$ cat src/rtl/mul_seq_ctrl.sv
// ---------------------------------------------------------------------------
// mul_seq_ctrl
//
// Control FSM for a shift-free sequential multiplier.  It loads A, then B,
// from a shared data bus and clears the product.  It then adds A into P
// once per cycle while decrementing B, until B reaches zero.  The product
// is held with done=1 until the requester acknowledges it.
//
// Optional feature (macro MUL_ITER_LIMIT_EN):
//   When defined, the FSM counts accumulate pulses and aborts into ERR on
//   the edge that takes the MAX_ITER-th pulse.  If eqz is set in that same
//   cycle, it goes to DONE instead.  ERR is held until ack.
//   When undefined, there is no counter and no ERR state, and err is
//   tied to 0.
//
// Parameters:
//   MAX_ITER  maximum accumulate pulses before abort (MUL_ITER_LIMIT_EN only)
//   CNT_W     width of the iteration counter; MAX_ITER must fit in CNT_W bits
//
// Ports:
//   clk    in   single clock, rising edge
//   rst    in   asynchronous, active-high reset
//   start  in   request a multiplication (sampled only in IDLE)
//   ack    in   acknowledge done/err (sampled only in DONE/ERR)
//   eqz    in   datapath flag: B register == 0
//   lda    out  load A from bus              (LOAD_A)
//   ldb    out  load B from bus              (LOAD_B)
//   clrp   out  clear product                (LOAD_B)
//   ldp    out  P <= P + A                   (ACCUM and B != 0)
//   decb   out  B <= B - 1                   (ACCUM and B != 0)
//   busy   out  operation in progress        (LOAD_A, LOAD_B, ACCUM)
//   done   out  product valid, held until ack
//   err    out  iteration limit exceeded, held until ack
// ---------------------------------------------------------------------------
module mul_seq_ctrl #(
   parameter int MAX_ITER = 255,
   parameter int CNT_W    = 8
) (
   input  logic clk,
   input  logic rst,
   input  logic start,
   input  logic ack,
   input  logic eqz,
   output logic lda,
   output logic ldb,
   output logic clrp,
   output logic ldp,
   output logic decb,
   output logic busy,
   output logic done,
   output logic err
);

   // State encoding.  Codes 3'd6 and 3'd7 are never used.  Code 3'd5 is
   // used only when the limit feature is built in.  Any unused code
   // decodes to all-zero outputs and returns to IDLE on the next edge.
   localparam logic [2:0] S_IDLE   = 3'd0;
   localparam logic [2:0] S_LOAD_A = 3'd1;
   localparam logic [2:0] S_LOAD_B = 3'd2;
   localparam logic [2:0] S_ACCUM  = 3'd3;
   localparam logic [2:0] S_DONE   = 3'd4;
`ifdef MUL_ITER_LIMIT_EN
   localparam logic [2:0] S_ERR    = 3'd5;
`endif

   logic [2:0] state;
   logic [2:0] state_next;

   // An accumulate step happens only while B is still non-zero.  Once eqz
   // rises, the ACCUM cycle exists purely to hand over to DONE.
   logic accum_step;
   assign accum_step = (state == S_ACCUM) && !eqz;

`ifdef MUL_ITER_LIMIT_EN
   // The counter holds the number of pulses already taken.  When it equals
   // MAX_ITER-1 and another pulse is being taken, that pulse is the
   // MAX_ITER-th one, so this edge is the abort edge.
   localparam logic [CNT_W-1:0] LAST_PULSE = CNT_W'(MAX_ITER - 1);

   logic [CNT_W-1:0] iter_cnt;
   logic             limit_hit;

   assign limit_hit = accum_step && (iter_cnt == LAST_PULSE);

   always_ff @(posedge clk or posedge rst) begin
      if (rst) begin
         iter_cnt <= '0;
      end else if (state == S_LOAD_B) begin
         iter_cnt <= '0;
      end else if (accum_step) begin
         iter_cnt <= iter_cnt + 1'b1;
      end
   end
`else
   // Without the limit feature the size parameters have no effect.  They
   // are folded into a named sink so the build stays warning-free.
   logic cfg_unused;
   assign cfg_unused = (MAX_ITER > 0) ^ (CNT_W > 0);
`endif

   // State register.
   always_ff @(posedge clk or posedge rst) begin
      if (rst) begin
         state <= S_IDLE;
      end else begin
         state <= state_next;
      end
   end

   // Next-state logic.
   always_comb begin
      state_next = state;
      case (state)
         S_IDLE: begin
            if (start) begin
               state_next = S_LOAD_A;
            end
         end
         S_LOAD_A: begin
            state_next = S_LOAD_B;
         end
         S_LOAD_B: begin
            state_next = S_ACCUM;
         end
         S_ACCUM: begin
            // eqz wins over the limit when both are present.
            if (eqz) begin
               state_next = S_DONE;
`ifdef MUL_ITER_LIMIT_EN
            end else if (limit_hit) begin
               state_next = S_ERR;
`endif
            end
         end
         S_DONE: begin
            // A start arriving together with ack is dropped.  It is seen
            // only once the FSM is back in IDLE.
            if (ack) begin
               state_next = S_IDLE;
            end
         end
`ifdef MUL_ITER_LIMIT_EN
         S_ERR: begin
            if (ack) begin
               state_next = S_IDLE;
            end
         end
`endif
         default: begin
            state_next = S_IDLE;
         end
      endcase
   end

   // Output decode.  All outputs are Moore except ldp/decb, which are gated
   // by eqz so that no accumulate is issued once B is zero.
   always_comb begin
      lda  = 1'b0;
      ldb  = 1'b0;
      clrp = 1'b0;
      ldp  = 1'b0;
      decb = 1'b0;
      busy = 1'b0;
      done = 1'b0;
      err  = 1'b0;
      case (state)
         S_LOAD_A: begin
            lda  = 1'b1;
            busy = 1'b1;
         end
         S_LOAD_B: begin
            ldb  = 1'b1;
            clrp = 1'b1;
            busy = 1'b1;
         end
         S_ACCUM: begin
            ldp  = accum_step;
            decb = accum_step;
            busy = 1'b1;
         end
         S_DONE: begin
            done = 1'b1;
         end
`ifdef MUL_ITER_LIMIT_EN
         S_ERR: begin
            err = 1'b1;
         end
`endif
         default: begin
         end
      endcase
   end

endmodule

$ cat config.mk
export PLATFORM = sky130hd
export DESIGN_NAME = mul_seq_ctrl
export DESIGN_NICKNAME = d
export VERILOG_FILES = /design/src/rtl/mul_seq_ctrl.sv
export SDC_FILE = /design/constraint.sdc
export NUM_CORES = 1
export LEC_CHECK = 0
export ABC_CLOCK_PERIOD_IN_PS = 900
export BUFFER_PORTS_ARGS = -buffer_cell sky130_fd_sc_hd__buf_4
export CORE_AREA = 4 4 41 43
export CTS_BUF_LIST = sky130_fd_sc_hd__clkbuf_2 sky130_fd_sc_hd__clkbuf_4 sky130_fd_sc_hd__clkbuf_8
export CTS_CLUSTER_DIAMETER = 40
export DETAILED_ROUTE_END_ITERATION = 10
export DIE_AREA = 0 0 45 47
export PLACE_DENSITY = 0.34
export SLEW_MARGIN = 30
export SYNTH_ARGS = -nofsm -noshare
export SYNTH_HDL_FRONTEND = slang
export SYNTH_SLANG_ARGS = --single-unit
$ cat constraint.sdc
create_clock -name clk -period 0.9 [get_ports clk]
set_clock_uncertainty 0.1 [all_clocks]
set_input_delay 0.045 -clock clk [delete_from_list [all_inputs] [get_ports clk]]
set_output_delay 0.045 -clock clk [all_outputs]
set_load 0.03 [all_outputs]
==> results of run 1 <==
## cell families after synthesis
kind of cell	after synthesis
AOI/OAI and AO/OA	2
other	1
DFF	3
buffers and inverters	6
and+or+nand+nor	12
## cell usage after synthesis
| master | number | share of area (%) |
|---|---|---|
| nand2b_1 | 1 | 3.1 |
| conb_1 | 1 | 1.9 |
| nor2_1 | 4 | 7.4 |
| dfrtp_1 | 3 | 37 |
| and2_1 | 1 | 3.1 |
| inv_1 | 3 | 5.6 |
| nand2_1 | 2 | 3.7 |
| and3_1 | 1 | 3.1 |
| o2bb2ai_1 | 1 | 4.3 |
| a32o_1 | 1 | 4.9 |
| buf_4 | 3 | 11 |
| nor3_1 | 1 | 2.5 |
| nor3b_2 | 2 | 12 |
## worst max path at each step
stage / slack [ns] / from / cells after the start / to
6_report: -0.41 / state[2] / 3 / ldp
5_1_grt: -0.46 / state[2] / 3 / decb
4_1_cts: -0.43 / state[2] / 3 / ldp
3_5_place_dp: -0.19 / state[2] / 3 / ldp
3_3_place_gp: -0.17 / state[2] / 3 / ldp
2_1_floorplan: -0.39 / state[2] / 3 / ldp
## layout make-up
class	instances	area, sq um
fillers	163	870
flip-flops and latches	3	77.6
clock buffers	4	30.0
inverters	3	11.3
repair buffers	18	159
multi-input cells	15	135
well taps	15	18.8
## layout by cell type (no fill, tap or decap)
master,n
buf_4,11
buf_6,5
clkbuf_4,4
inv_1,3
nand2_1,2
nor2_2,2
dlygate4sd3_1,2
dfrtp_2,2
nor2_1,1
and3_1,1
nor3_2,1
a32o_2,1
nand2b_4,1
nor2_4,1
and2_4,1
nor3b_2,1
nor3b_4,1
o2bb2ai_2,1
conb_1,1
dfrtp_1,1
## layer usage
metal / vias up / share of wire, %
met2: 9 / 57
li1: 111 / -
met5: - / 0
met4: 0 / 2.5
met1: 104 / 30
met3: 2 / 9.4
## through the flow
stage	TNS, ns	utilization, %	area, sq um	cells	setup WS (ns)
finish	-3.17	33.2	432	58	-0.415
global route	-3.74	33.2	432	58	-0.462
CTS	-3.20	32.9	428	58	-0.427
detailed placement	-1.15	23.6	307	48	-0.192
global placement	-1.09	23.6	307	48	-0.171
floorplan	-1.68	-	228	24	-0.393
## worst reg2reg max path, delay by kind of cell, from the launching register on
| kind | cells | cell delay (ns) |
|---|---|---|
| buffers and inverters | 3 | 0.26 |
| AO/OA/AOI/OAI | 1 | 0.26 |
| flip-flops | 1 | 0.38 |
## power by group through the flow
stage	sequential (mW)	clock, mW	combinational (mW)
3_3_place_gp	0.319	0	0.881
6_report	0.332	0.263	1.17
2_1_floorplan	0.301	0	0.681
3_5_place_dp	0.318	0	0.883
4_1_cts	0.320	0.281	1.15
5_1_grt	0.348	0.299	1.25
## repair_timing
| action | 4_1_cts | 5_1_grt |
|---|---|---|
| setup buffers | 5 | 1 |
| endpoints found under the hold margin | 5 | 1 |
| pin swaps | 4 | 1 |
| gates resized for setup | 11 | 3 |
| gates cloned | 0 | 0 |
| endpoints found under the setup margin | 10 | 10 |
==> results.md, run 1 <==
- Critical Path RT: 0.75 ns
- Hold Path Class: input port to flip-flop
- Input/output buffers: 11
- Nets: 49
- Critical Setup Path Class: flip-flop to output pin
- Reg-to-reg critical path startpoint: state[2]
- CORE AREA: 0.00130 sq mm
- Reg2reg path depth: 4
- Critical path endpoint category: output pin
- DIE AREA: 0.00212 sq mm
- Initial Util: 15.6%
- Adder-Cell Fraction of Synth Area: 0%
- Violated checks: negative hold slack, negative setup slack
- CTS max path bufs: 2
- Setup slack after layout: -0.415 ns
- Combinational Power Share: 66.2%
- Hold Slack: -0.0446 ns
- Mean Syn Cell Area: 8.45 sq um
- Critical path's top delay family: flip-flops
- Number of setup violations in the final report: 10
- Slowest CP cell: dfrtp_1
- Register area share after synthesis: 37.0%
- CTS Buf Count: 3
- Largest net degree at the start of global routing: 9
- Top Registers: state: 3 flops
- PwrDens: 4080 mW/mm^2
- Antenna viol nets, final: 0
- TritonCTS clock tree: built
- CP peak stage delay: 0.40 ns
- RSZ-0062 raised after global routing: true
- Syn_nets: 29
- Yosys cell types: 13
- M1 GR Usage: 6.42%
- CP max FO: 4
- Clk_lat worst skew: 0.23 ns
- R2R setup slack: -0.22 ns
- Antenna Cells: 0
- Yosys warns: 0
- DRT Pass-1 Iters: 1
- Number of global-route vias before repair: 254
- Vias/cell: 3.90
- Share of layout cells above drive strength 1: 74.4%
- Fmax: 761 MHz
- Remaining DRCs: 0
- Chip width: 45 um
- Met2 usage: 13.0%
- First-pass GRT wire length: 1060 um
- WHS Endpoint: state[0]
- Maxcap violations: 0
- Initial antenna violation count: 0
- Slew Viols, Final: 0
- Sw Ratio: 44.3%
- I/O Pins: 13
- CP startpoint kind: flip-flop
- Sequential share of power: 18.8%
- Root buf cell: clkbuf_4
- Worst hold stages: 2
- Largest family of logic cells by synthesized area: simple AND/OR/NAND/NOR gates
- Post-layout min period: 1.31 ns
- Hold Startpoint: start
- Final hold violation count: 1
- Clock Power Share: 14.9%
- Worst VDD drop: 1.37 mV
- FF-to-FF End: state[0]
- Flops & latches, synth: 3
- CP bufs+invs: 1
- CTS H-tree depth: 1
- Clock sink total: 3
- Via count: 226
- Sw power: 0.780 mW
- Mux share of post-synthesis cell area: 0%
- Critical Path, Cell by Cell: nand2b_4 > nor3b_4 > buf_6
- Die Ht: 47 um
- Internal Power: 0.983 mW
- Total GRT Usage: 7.61%
- Xor-xnor portion of the synthesized cell area: 0%
- GR peak layer: met2
- Worst EP arrival: 1.17 ns
- DR iter-0 viols: 0
- Synth Area in Simple Gates: 35.2%
- Grt ovf: 0
- Status: finished, violations left
- Crit share post-route: 146%
- Mapped Area: 203 sq um
- Hold Buf Count CTS: 2
- Synth Area in Compound Gates: 9.26%
- Average wire per standard cell: 9.72 um
- Reg with most FFs: state
- RD Place Congestion: 0.612
- Max FFs per register: 3
- Grt met3 use: 2.68%
- Total power: 1.76 mW
- Cell row count: 13
- Total wire length: 564 um
- Layout Area Growth over Synthesis: 113%
- Leakage power: 0.211 nW
- Gate Count Post-Synth: 24
- Clk slew on worst S/H paths: 0.03 ns
(Power assumes the default switching activity.)
==> inputs of run 2 (changes only) <==
Settings changed: ABC_CLOCK_PERIOD_IN_PS 900 to 1200, TNS_END_PERCENT set to 30.
Clock period 0.9 ns to 1.2 ns, I/O delays scaled along.
==> run 2 against run 1 <==
Against the previous run: the run ends with negative setup slack left; power down 34%; critical path depth unchanged; combinational power down 37%; sequential share of layout area up 1.8 points; critical path type unchanged; critical endpoint unchanged; largest cell class unchanged.
==> results.md, run 2 (synthesized netlist as in run 1, its figures left out) <==
- Clk slew on worst S/H paths: 0.03 ns (about the same)
- Average wire per standard cell: 8.02 um (was 9.72 um)
- Post-layout min period: 1.34 ns
- CP peak stage delay: 0.40 ns (about the same)
- Post-Layout Inst Area: 392 sq um (was 432 sq um)
- Total power: 1.17 mW (was 1.76 mW)
- Setup TNS: -0.470 ns (was -3.17 ns)
- WHS Endpoint: state[2] (was state[0])
- Area used by multi-input combinational logic: 115 sq um (was 135 sq um)
- Initial Util: 15.6% (unchanged)
- Crit share post-route: 111%
- Setup slack after layout: -0.138 ns (was -0.415 ns)
- Grt ovf: 0 (unchanged)
- Critical path origin: state[2] (unchanged)
- Clk_lat worst skew: 0.23 ns (about the same)
- Fmax: 747 MHz
- Status: finished, violations left (unchanged)
- Slew Viols, Final: 0 (unchanged)
- Via count: 210 (was 226)
- TritonCTS clock tree: built (unchanged)
- Total GRT Usage: 5.86% (was 7.61%)
- Fillers: 155 (was 163)
- CTS H-tree depth: 1 (unchanged)
- Remaining DRCs: 0 (unchanged)
- DIE AREA: 0.00212 sq mm (unchanged)
- R2R setup slack: 0.13 ns (was -0.22 ns)
- Antenna viol nets, final: 0 (unchanged)
- Leading cell type in the layout, fill and taps excluded: buf_4 (unchanged)
- First-pass GRT wire length: 779 um (was 1060 um)
- Reg-to-reg critical path startpoint: state[0] (was state[2])
- Violated checks: negative setup slack (was negative hold slack, negative setup slack)
- PwrDens: 2990 mW/mm^2 (was 4080 mW/mm^2)
- Root buf cell: clkbuf_4 (unchanged)
- Reg with most FFs: state (unchanged)
- Critical path endpoint category: output pin (unchanged)
- Critical Setup Path Class: flip-flop to output pin (unchanged)
- Max FFs per register: 3 (unchanged)
- Worst VDD drop: 0.877 mV (was 1.37 mV)
- I/O Pins: 13 (unchanged)
- Antenna Cells: 0 (unchanged)
- Maxcap violations: 0 (unchanged)
- Hold Startpoint: eqz (was start)
- RD Place Congestion: 0.637 (was 0.612)
- FF-to-FF End: state[1] (was state[0])
- Critical Path, Cell by Cell: nand2b_4 > nor3b_4 > buf_6 (unchanged)
- Number of setup violations in the final report: 7 (was 10)
- Top Registers: state: 3 flops (unchanged)
- Reg2reg path depth: 3 (was 4)
- DR iter-0 viols: 2 (was 0)
- Hold Path Class: input port to flip-flop (unchanged)
- Final hold violation count: 0 (was 1)
- Cell row count: 13 (unchanged)
- Number of global-route vias before repair: 193 (was 254)
- DP Area: 295 sq um (was 307 sq um)
- Register area: 77.6 sq um (unchanged)
- CORE AREA: 0.00130 sq mm (unchanged)
- Slowest CP cell: dfrtp_1 (unchanged)
- Share of layout cells above drive strength 1: 61.0% (was 74.4%)
- RSZ-0062 raised after global routing: true (unchanged)
- Chip width: 45 um (unchanged)
- CP max FO: 4 (unchanged)
- Layout Area Growth over Synthesis: 93.2% (was 113%)
- CTS Buf Count: 3 (unchanged)
- CP startpoint kind: flip-flop (unchanged)
- Clock sink total: 3 (unchanged)
- Most frequent cells in the layout: 10 x buf_4, 4 x clkbuf_4, 3 x inv_1, 3 x dlygate4sd3_1, 3 x buf_6 (was 11 x buf_4, 5 x buf_6, 4 x clkbuf_4)
- Largest net degree at the start of global routing: 9 (unchanged)
- Initial antenna violation count: 0 (unchanged)
- Total wire length: 449 um (was 564 um)
- Input/output buffers: 11 (unchanged)
- Critical Path RT: 1.04 ns (was 0.75 ns)
- Vias/cell: 3.75 (was 3.90)
- Nets: 47 (was 49)
- Worst EP arrival: 1.18 ns (was 1.17 ns)
- Worst hold stages: 3 (was 2)
- DRT Pass-1 Iters: 2 (was 1)
- CTS max path bufs: 2 (unchanged)
- Die Ht: 47 um (unchanged)
- Leakage power: 0.190 nW (was 0.211 nW)
-- run 2: layer usage --
metal,vias up,track usage [%],share of wire [%]
met3,2,2.68,12
met1,92,5.96,34
met5,-,0,0
li1,106,-,-
met2,10,7.34,51
met4,0,8.77,3.3
-- run 2: worst max-delay path, delay by kind of cell (launching register included) --
kind | cells | cell delay (ns)
simple gates | 2 | 0.38
flops | 1 | 0.40
buf+inv | 1 | 0.16
-- run 2: metrics by stage --
stage                     std cells  hold slack [ns]  setup slack (ns)  util [%]
after floorplan                  24           -0.286            -0.110         -
after global placement           47           -0.163            0.0851      22.7
after detailed placement         47           -0.164            0.0712      22.7
after CTS                        55           0.0245            -0.148      28.7
after global routing             56           0.0218            -0.197      30.1
final                            56           0.0311            -0.138      30.1
-- run 2: timing repair --
item	CTS	global route
pin swaps	1	1
setup endpoints to repair	7	7
setup buffers	1	1
gates resized for setup	4	4
hold endpoints to repair	5	0
hold buffers	3	0
-- run 2: layout make-up --
| class | count | share of cell area (%) |
|---|---|---|
| Timing Repair Buffer | 16 | 35.5 |
| Tap cell | 15 | 4.79 |
| Clock buffer | 4 | 7.67 |
| Inverter | 3 | 2.88 |
| Sequential cell | 3 | 19.8 |
| Multi-Input combinational cell | 15 | 29.4 |
-- run 2: power by group --
group	leakage, nW	internal (mW)	total [mW]	switching [mW]
sequential	0.0343	0.157	0.240	0.0833
clock	0.0184	0.147	0.200	0.0524
combinational	0.137	0.347	0.732	0.385
-- run 2: how the worst max path moves through the flow --
stage	end	slack [ns]	cells after the start
2_1_floorplan	ldp	-0.11	3
3_3_place_gp	ldp	0.09	3
3_5_place_dp	ldp	0.07	3
4_1_cts	ldp	-0.15	3
5_1_grt	decb	-0.20	3
6_report	ldp	-0.14	3
==> inputs of run 3 (changes only) <==
Settings changed: ABC_CLOCK_PERIOD_IN_PS 1200 to 1600, PLACE_DENSITY 0.34 to 0.33.
Clock period 1.2 ns to 1.6 ns, I/O delays scaled along.
==> run 3 against run 2 <==
Against the previous run: the flow now finishes without violations; routed wire length fell by 4.7%; sequential power shrank 30%; worst hold slack worse by 0.015 ns; power decreased by 36%; cell area shrank 15%; first-iteration DRC count fell by 100%; utilization fell by 4.6 points; combinational power is 41% lower.
==> results.md, run 3 (synthesized netlist as in run 1, its figures left out) <==
- Final hold violation count: 0 (unchanged)
- Status: completed (was finished, violations left)
- Die Ht: 47 um (unchanged)
- Worst VDD drop: 0.702 mV (was 0.877 mV)
- Input/output buffers: 11 (unchanged)
- Remaining DRCs: 0 (unchanged)
- RD Place Congestion: 0.623 (was 0.637)
- Crit share post-route: 87.5%
- DR iter-0 viols: 0 (was 2)
- Hold Buf Count CTS: 2 (was 3)
- CTS H-tree depth: 1 (unchanged)
- Total wire length: 428 um (was 449 um)
- CP startpoint kind: flip-flop (unchanged)
- Total GRT Usage: 5.23% (was 5.86%)
- Antenna Cells: 0 (unchanged)
- Critical path endpoint category: output pin (unchanged)
- RSZ-0062 raised after global routing: false (was true)
- Most frequent cells in the layout: 11 x buf_4, 4 x nor2_1, 4 x clkbuf_4 (was 10 x buf_4, 4 x clkbuf_4, 3 x inv_1, 3 x dlygate4sd3_1, 3 x buf_6)
- DP Area: 282 sq um (was 295 sq um)
- First-pass GRT wire length: 717 um (was 779 um)
- Post-cts resize count: 0 (was 4)
- # Post-CTS Setup Buffers: 0 (was 1)
- Leakage power: 0.167 nW (was 0.190 nW)
- TritonCTS clock tree: built (unchanged)
- Clk_lat worst skew: 0.23 ns (about the same)
- DIE AREA: 0.00212 sq mm (unchanged)
- Critical path origin: state[2] (unchanged)
- PwrDens: 2260 mW/mm^2 (was 2990 mW/mm^2)
- Antenna viol nets, final: 0 (unchanged)
- DRT Pass-1 Iters: 1 (was 2)
- Hold Startpoint: ack (was eqz)
- Root buf cell: clkbuf_4 (unchanged)
- I/O Pins: 13 (unchanged)
- Fmax: 714 MHz
- Largest net degree at the start of global routing: 9 (unchanged)
- CTS max path bufs: 2 (unchanged)
- Initial Util: 15.6% (unchanged)
- Cell row count: 13 (unchanged)
- Total power: 0.749 mW (was 1.17 mW)
- Max FFs per register: 3 (unchanged)
- Critical Setup Path Class: flip-flop to output pin (unchanged)
- Critical Path RT: 1.42 ns (was 1.04 ns)
- Nets: 44 (was 47)
- Initial antenna violation count: 0 (unchanged)
- Hold Path Class: input port to flip-flop (unchanged)
- Chip width: 45 um (unchanged)
- CORE AREA: 0.00130 sq mm (unchanged)
- Clock sink total: 3 (unchanged)
- Number of global-route vias before repair: 172 (was 193)
- CP max FO: 6 (was 4)
- Setup TNS: 0 ns (was -0.470 ns)
- Reg-to-reg critical path startpoint: state[1] (was state[0])
- Layout Area Growth over Synthesis: 63.6% (was 93.2%)
- Post-layout min period: 1.40 ns
- Top Registers: state: 3 flops (unchanged)
- Reg with most FFs: state (unchanged)
- Leading cell type in the layout, fill and taps excluded: buf_4 (unchanged)
- Worst EP arrival: 1.22 ns (was 1.18 ns)
- Maxcap violations: 0 (unchanged)
- Post-Layout Inst Area: 332 sq um (was 392 sq um)
- Vias/cell: 3.55 (was 3.75)
- Hold Slack: 0.0158 ns (was 0.0311 ns)
- Average wire per standard cell: 8.08 um (was 8.02 um)
- Slew Viols, Final: 0 (unchanged)
- Clk slew on worst S/H paths: 0.03 ns (about the same)
- Share of layout cells above drive strength 1: 44.7% (was 61.0%)
- Via count: 188 (was 210)
- Grt ovf: 0 (unchanged)
- CTS Buf Count: 3 (unchanged)
- Number of setup violations in the final report: 0 (was 7)
## run 3: cell count changes in the layout (fill, tap and decap cells not counted), sizes merged
cell and delta:
buf -2, dlygate4sd3 -1
## run 3: worst max-delay path: stages, from the launching register on
cell,delay (ns)
dfrtp_1,0.41
nand2b_1,0.20
nor3b_2,0.20
buf_4,0.19
## run 3: layout make-up
class | count | area (sq um)
inverter | 3 | 11.3
clock buffer | 4 | 30.0
multi-input combinational | 15 | 93.8
sequential | 3 | 75.1
tap | 15 | 18.8
fill | 161 | 970
timing repair buffer | 13 | 103
## run 3: routing by layer
layer  global-route usage, %  up-vias  wire [um]
li1                        -      102          -
met1                    5.05       76        163
met2                    7.06        8        203
met3                    2.68        2         46
met4                    7.02        0         14
met5                       0        -          0
## run 3: path summary, 6_finish.rpt
kind | cells past startpoint | endpoint | slack (ns)
setup / recovery | 3 | decb | 0.20
hold / removal | 3 | state[2] | 0.02
setup reg to reg | 2 | state[2] | 0.60
hold reg to reg | 1 | state[1] | 0.41
max in group asynchronous | 3 | state[2] | 1.10
min in group asynchronous | 3 | state[0] | 0.17
## run 3: report_power, final
part           switching [mW]  leakage, nW  total, mW  internal, mW
Combinational           0.260        0.112      0.434         0.174
Sequential             0.0557       0.0362      0.168         0.112
Clock                  0.0370       0.0184      0.147         0.110
Total                   0.353        0.167      0.749         0.396
## run 3: metrics by stage
step	instances	util (%)	worst slack (ns)
after floorplan	24	-	0.102
after global placement	47	21.6	0.431
after detailed placement	47	21.6	0.421
after CTS	53	25.5	0.171
after global routing	53	25.5	0.100
final	53	25.5	0.199
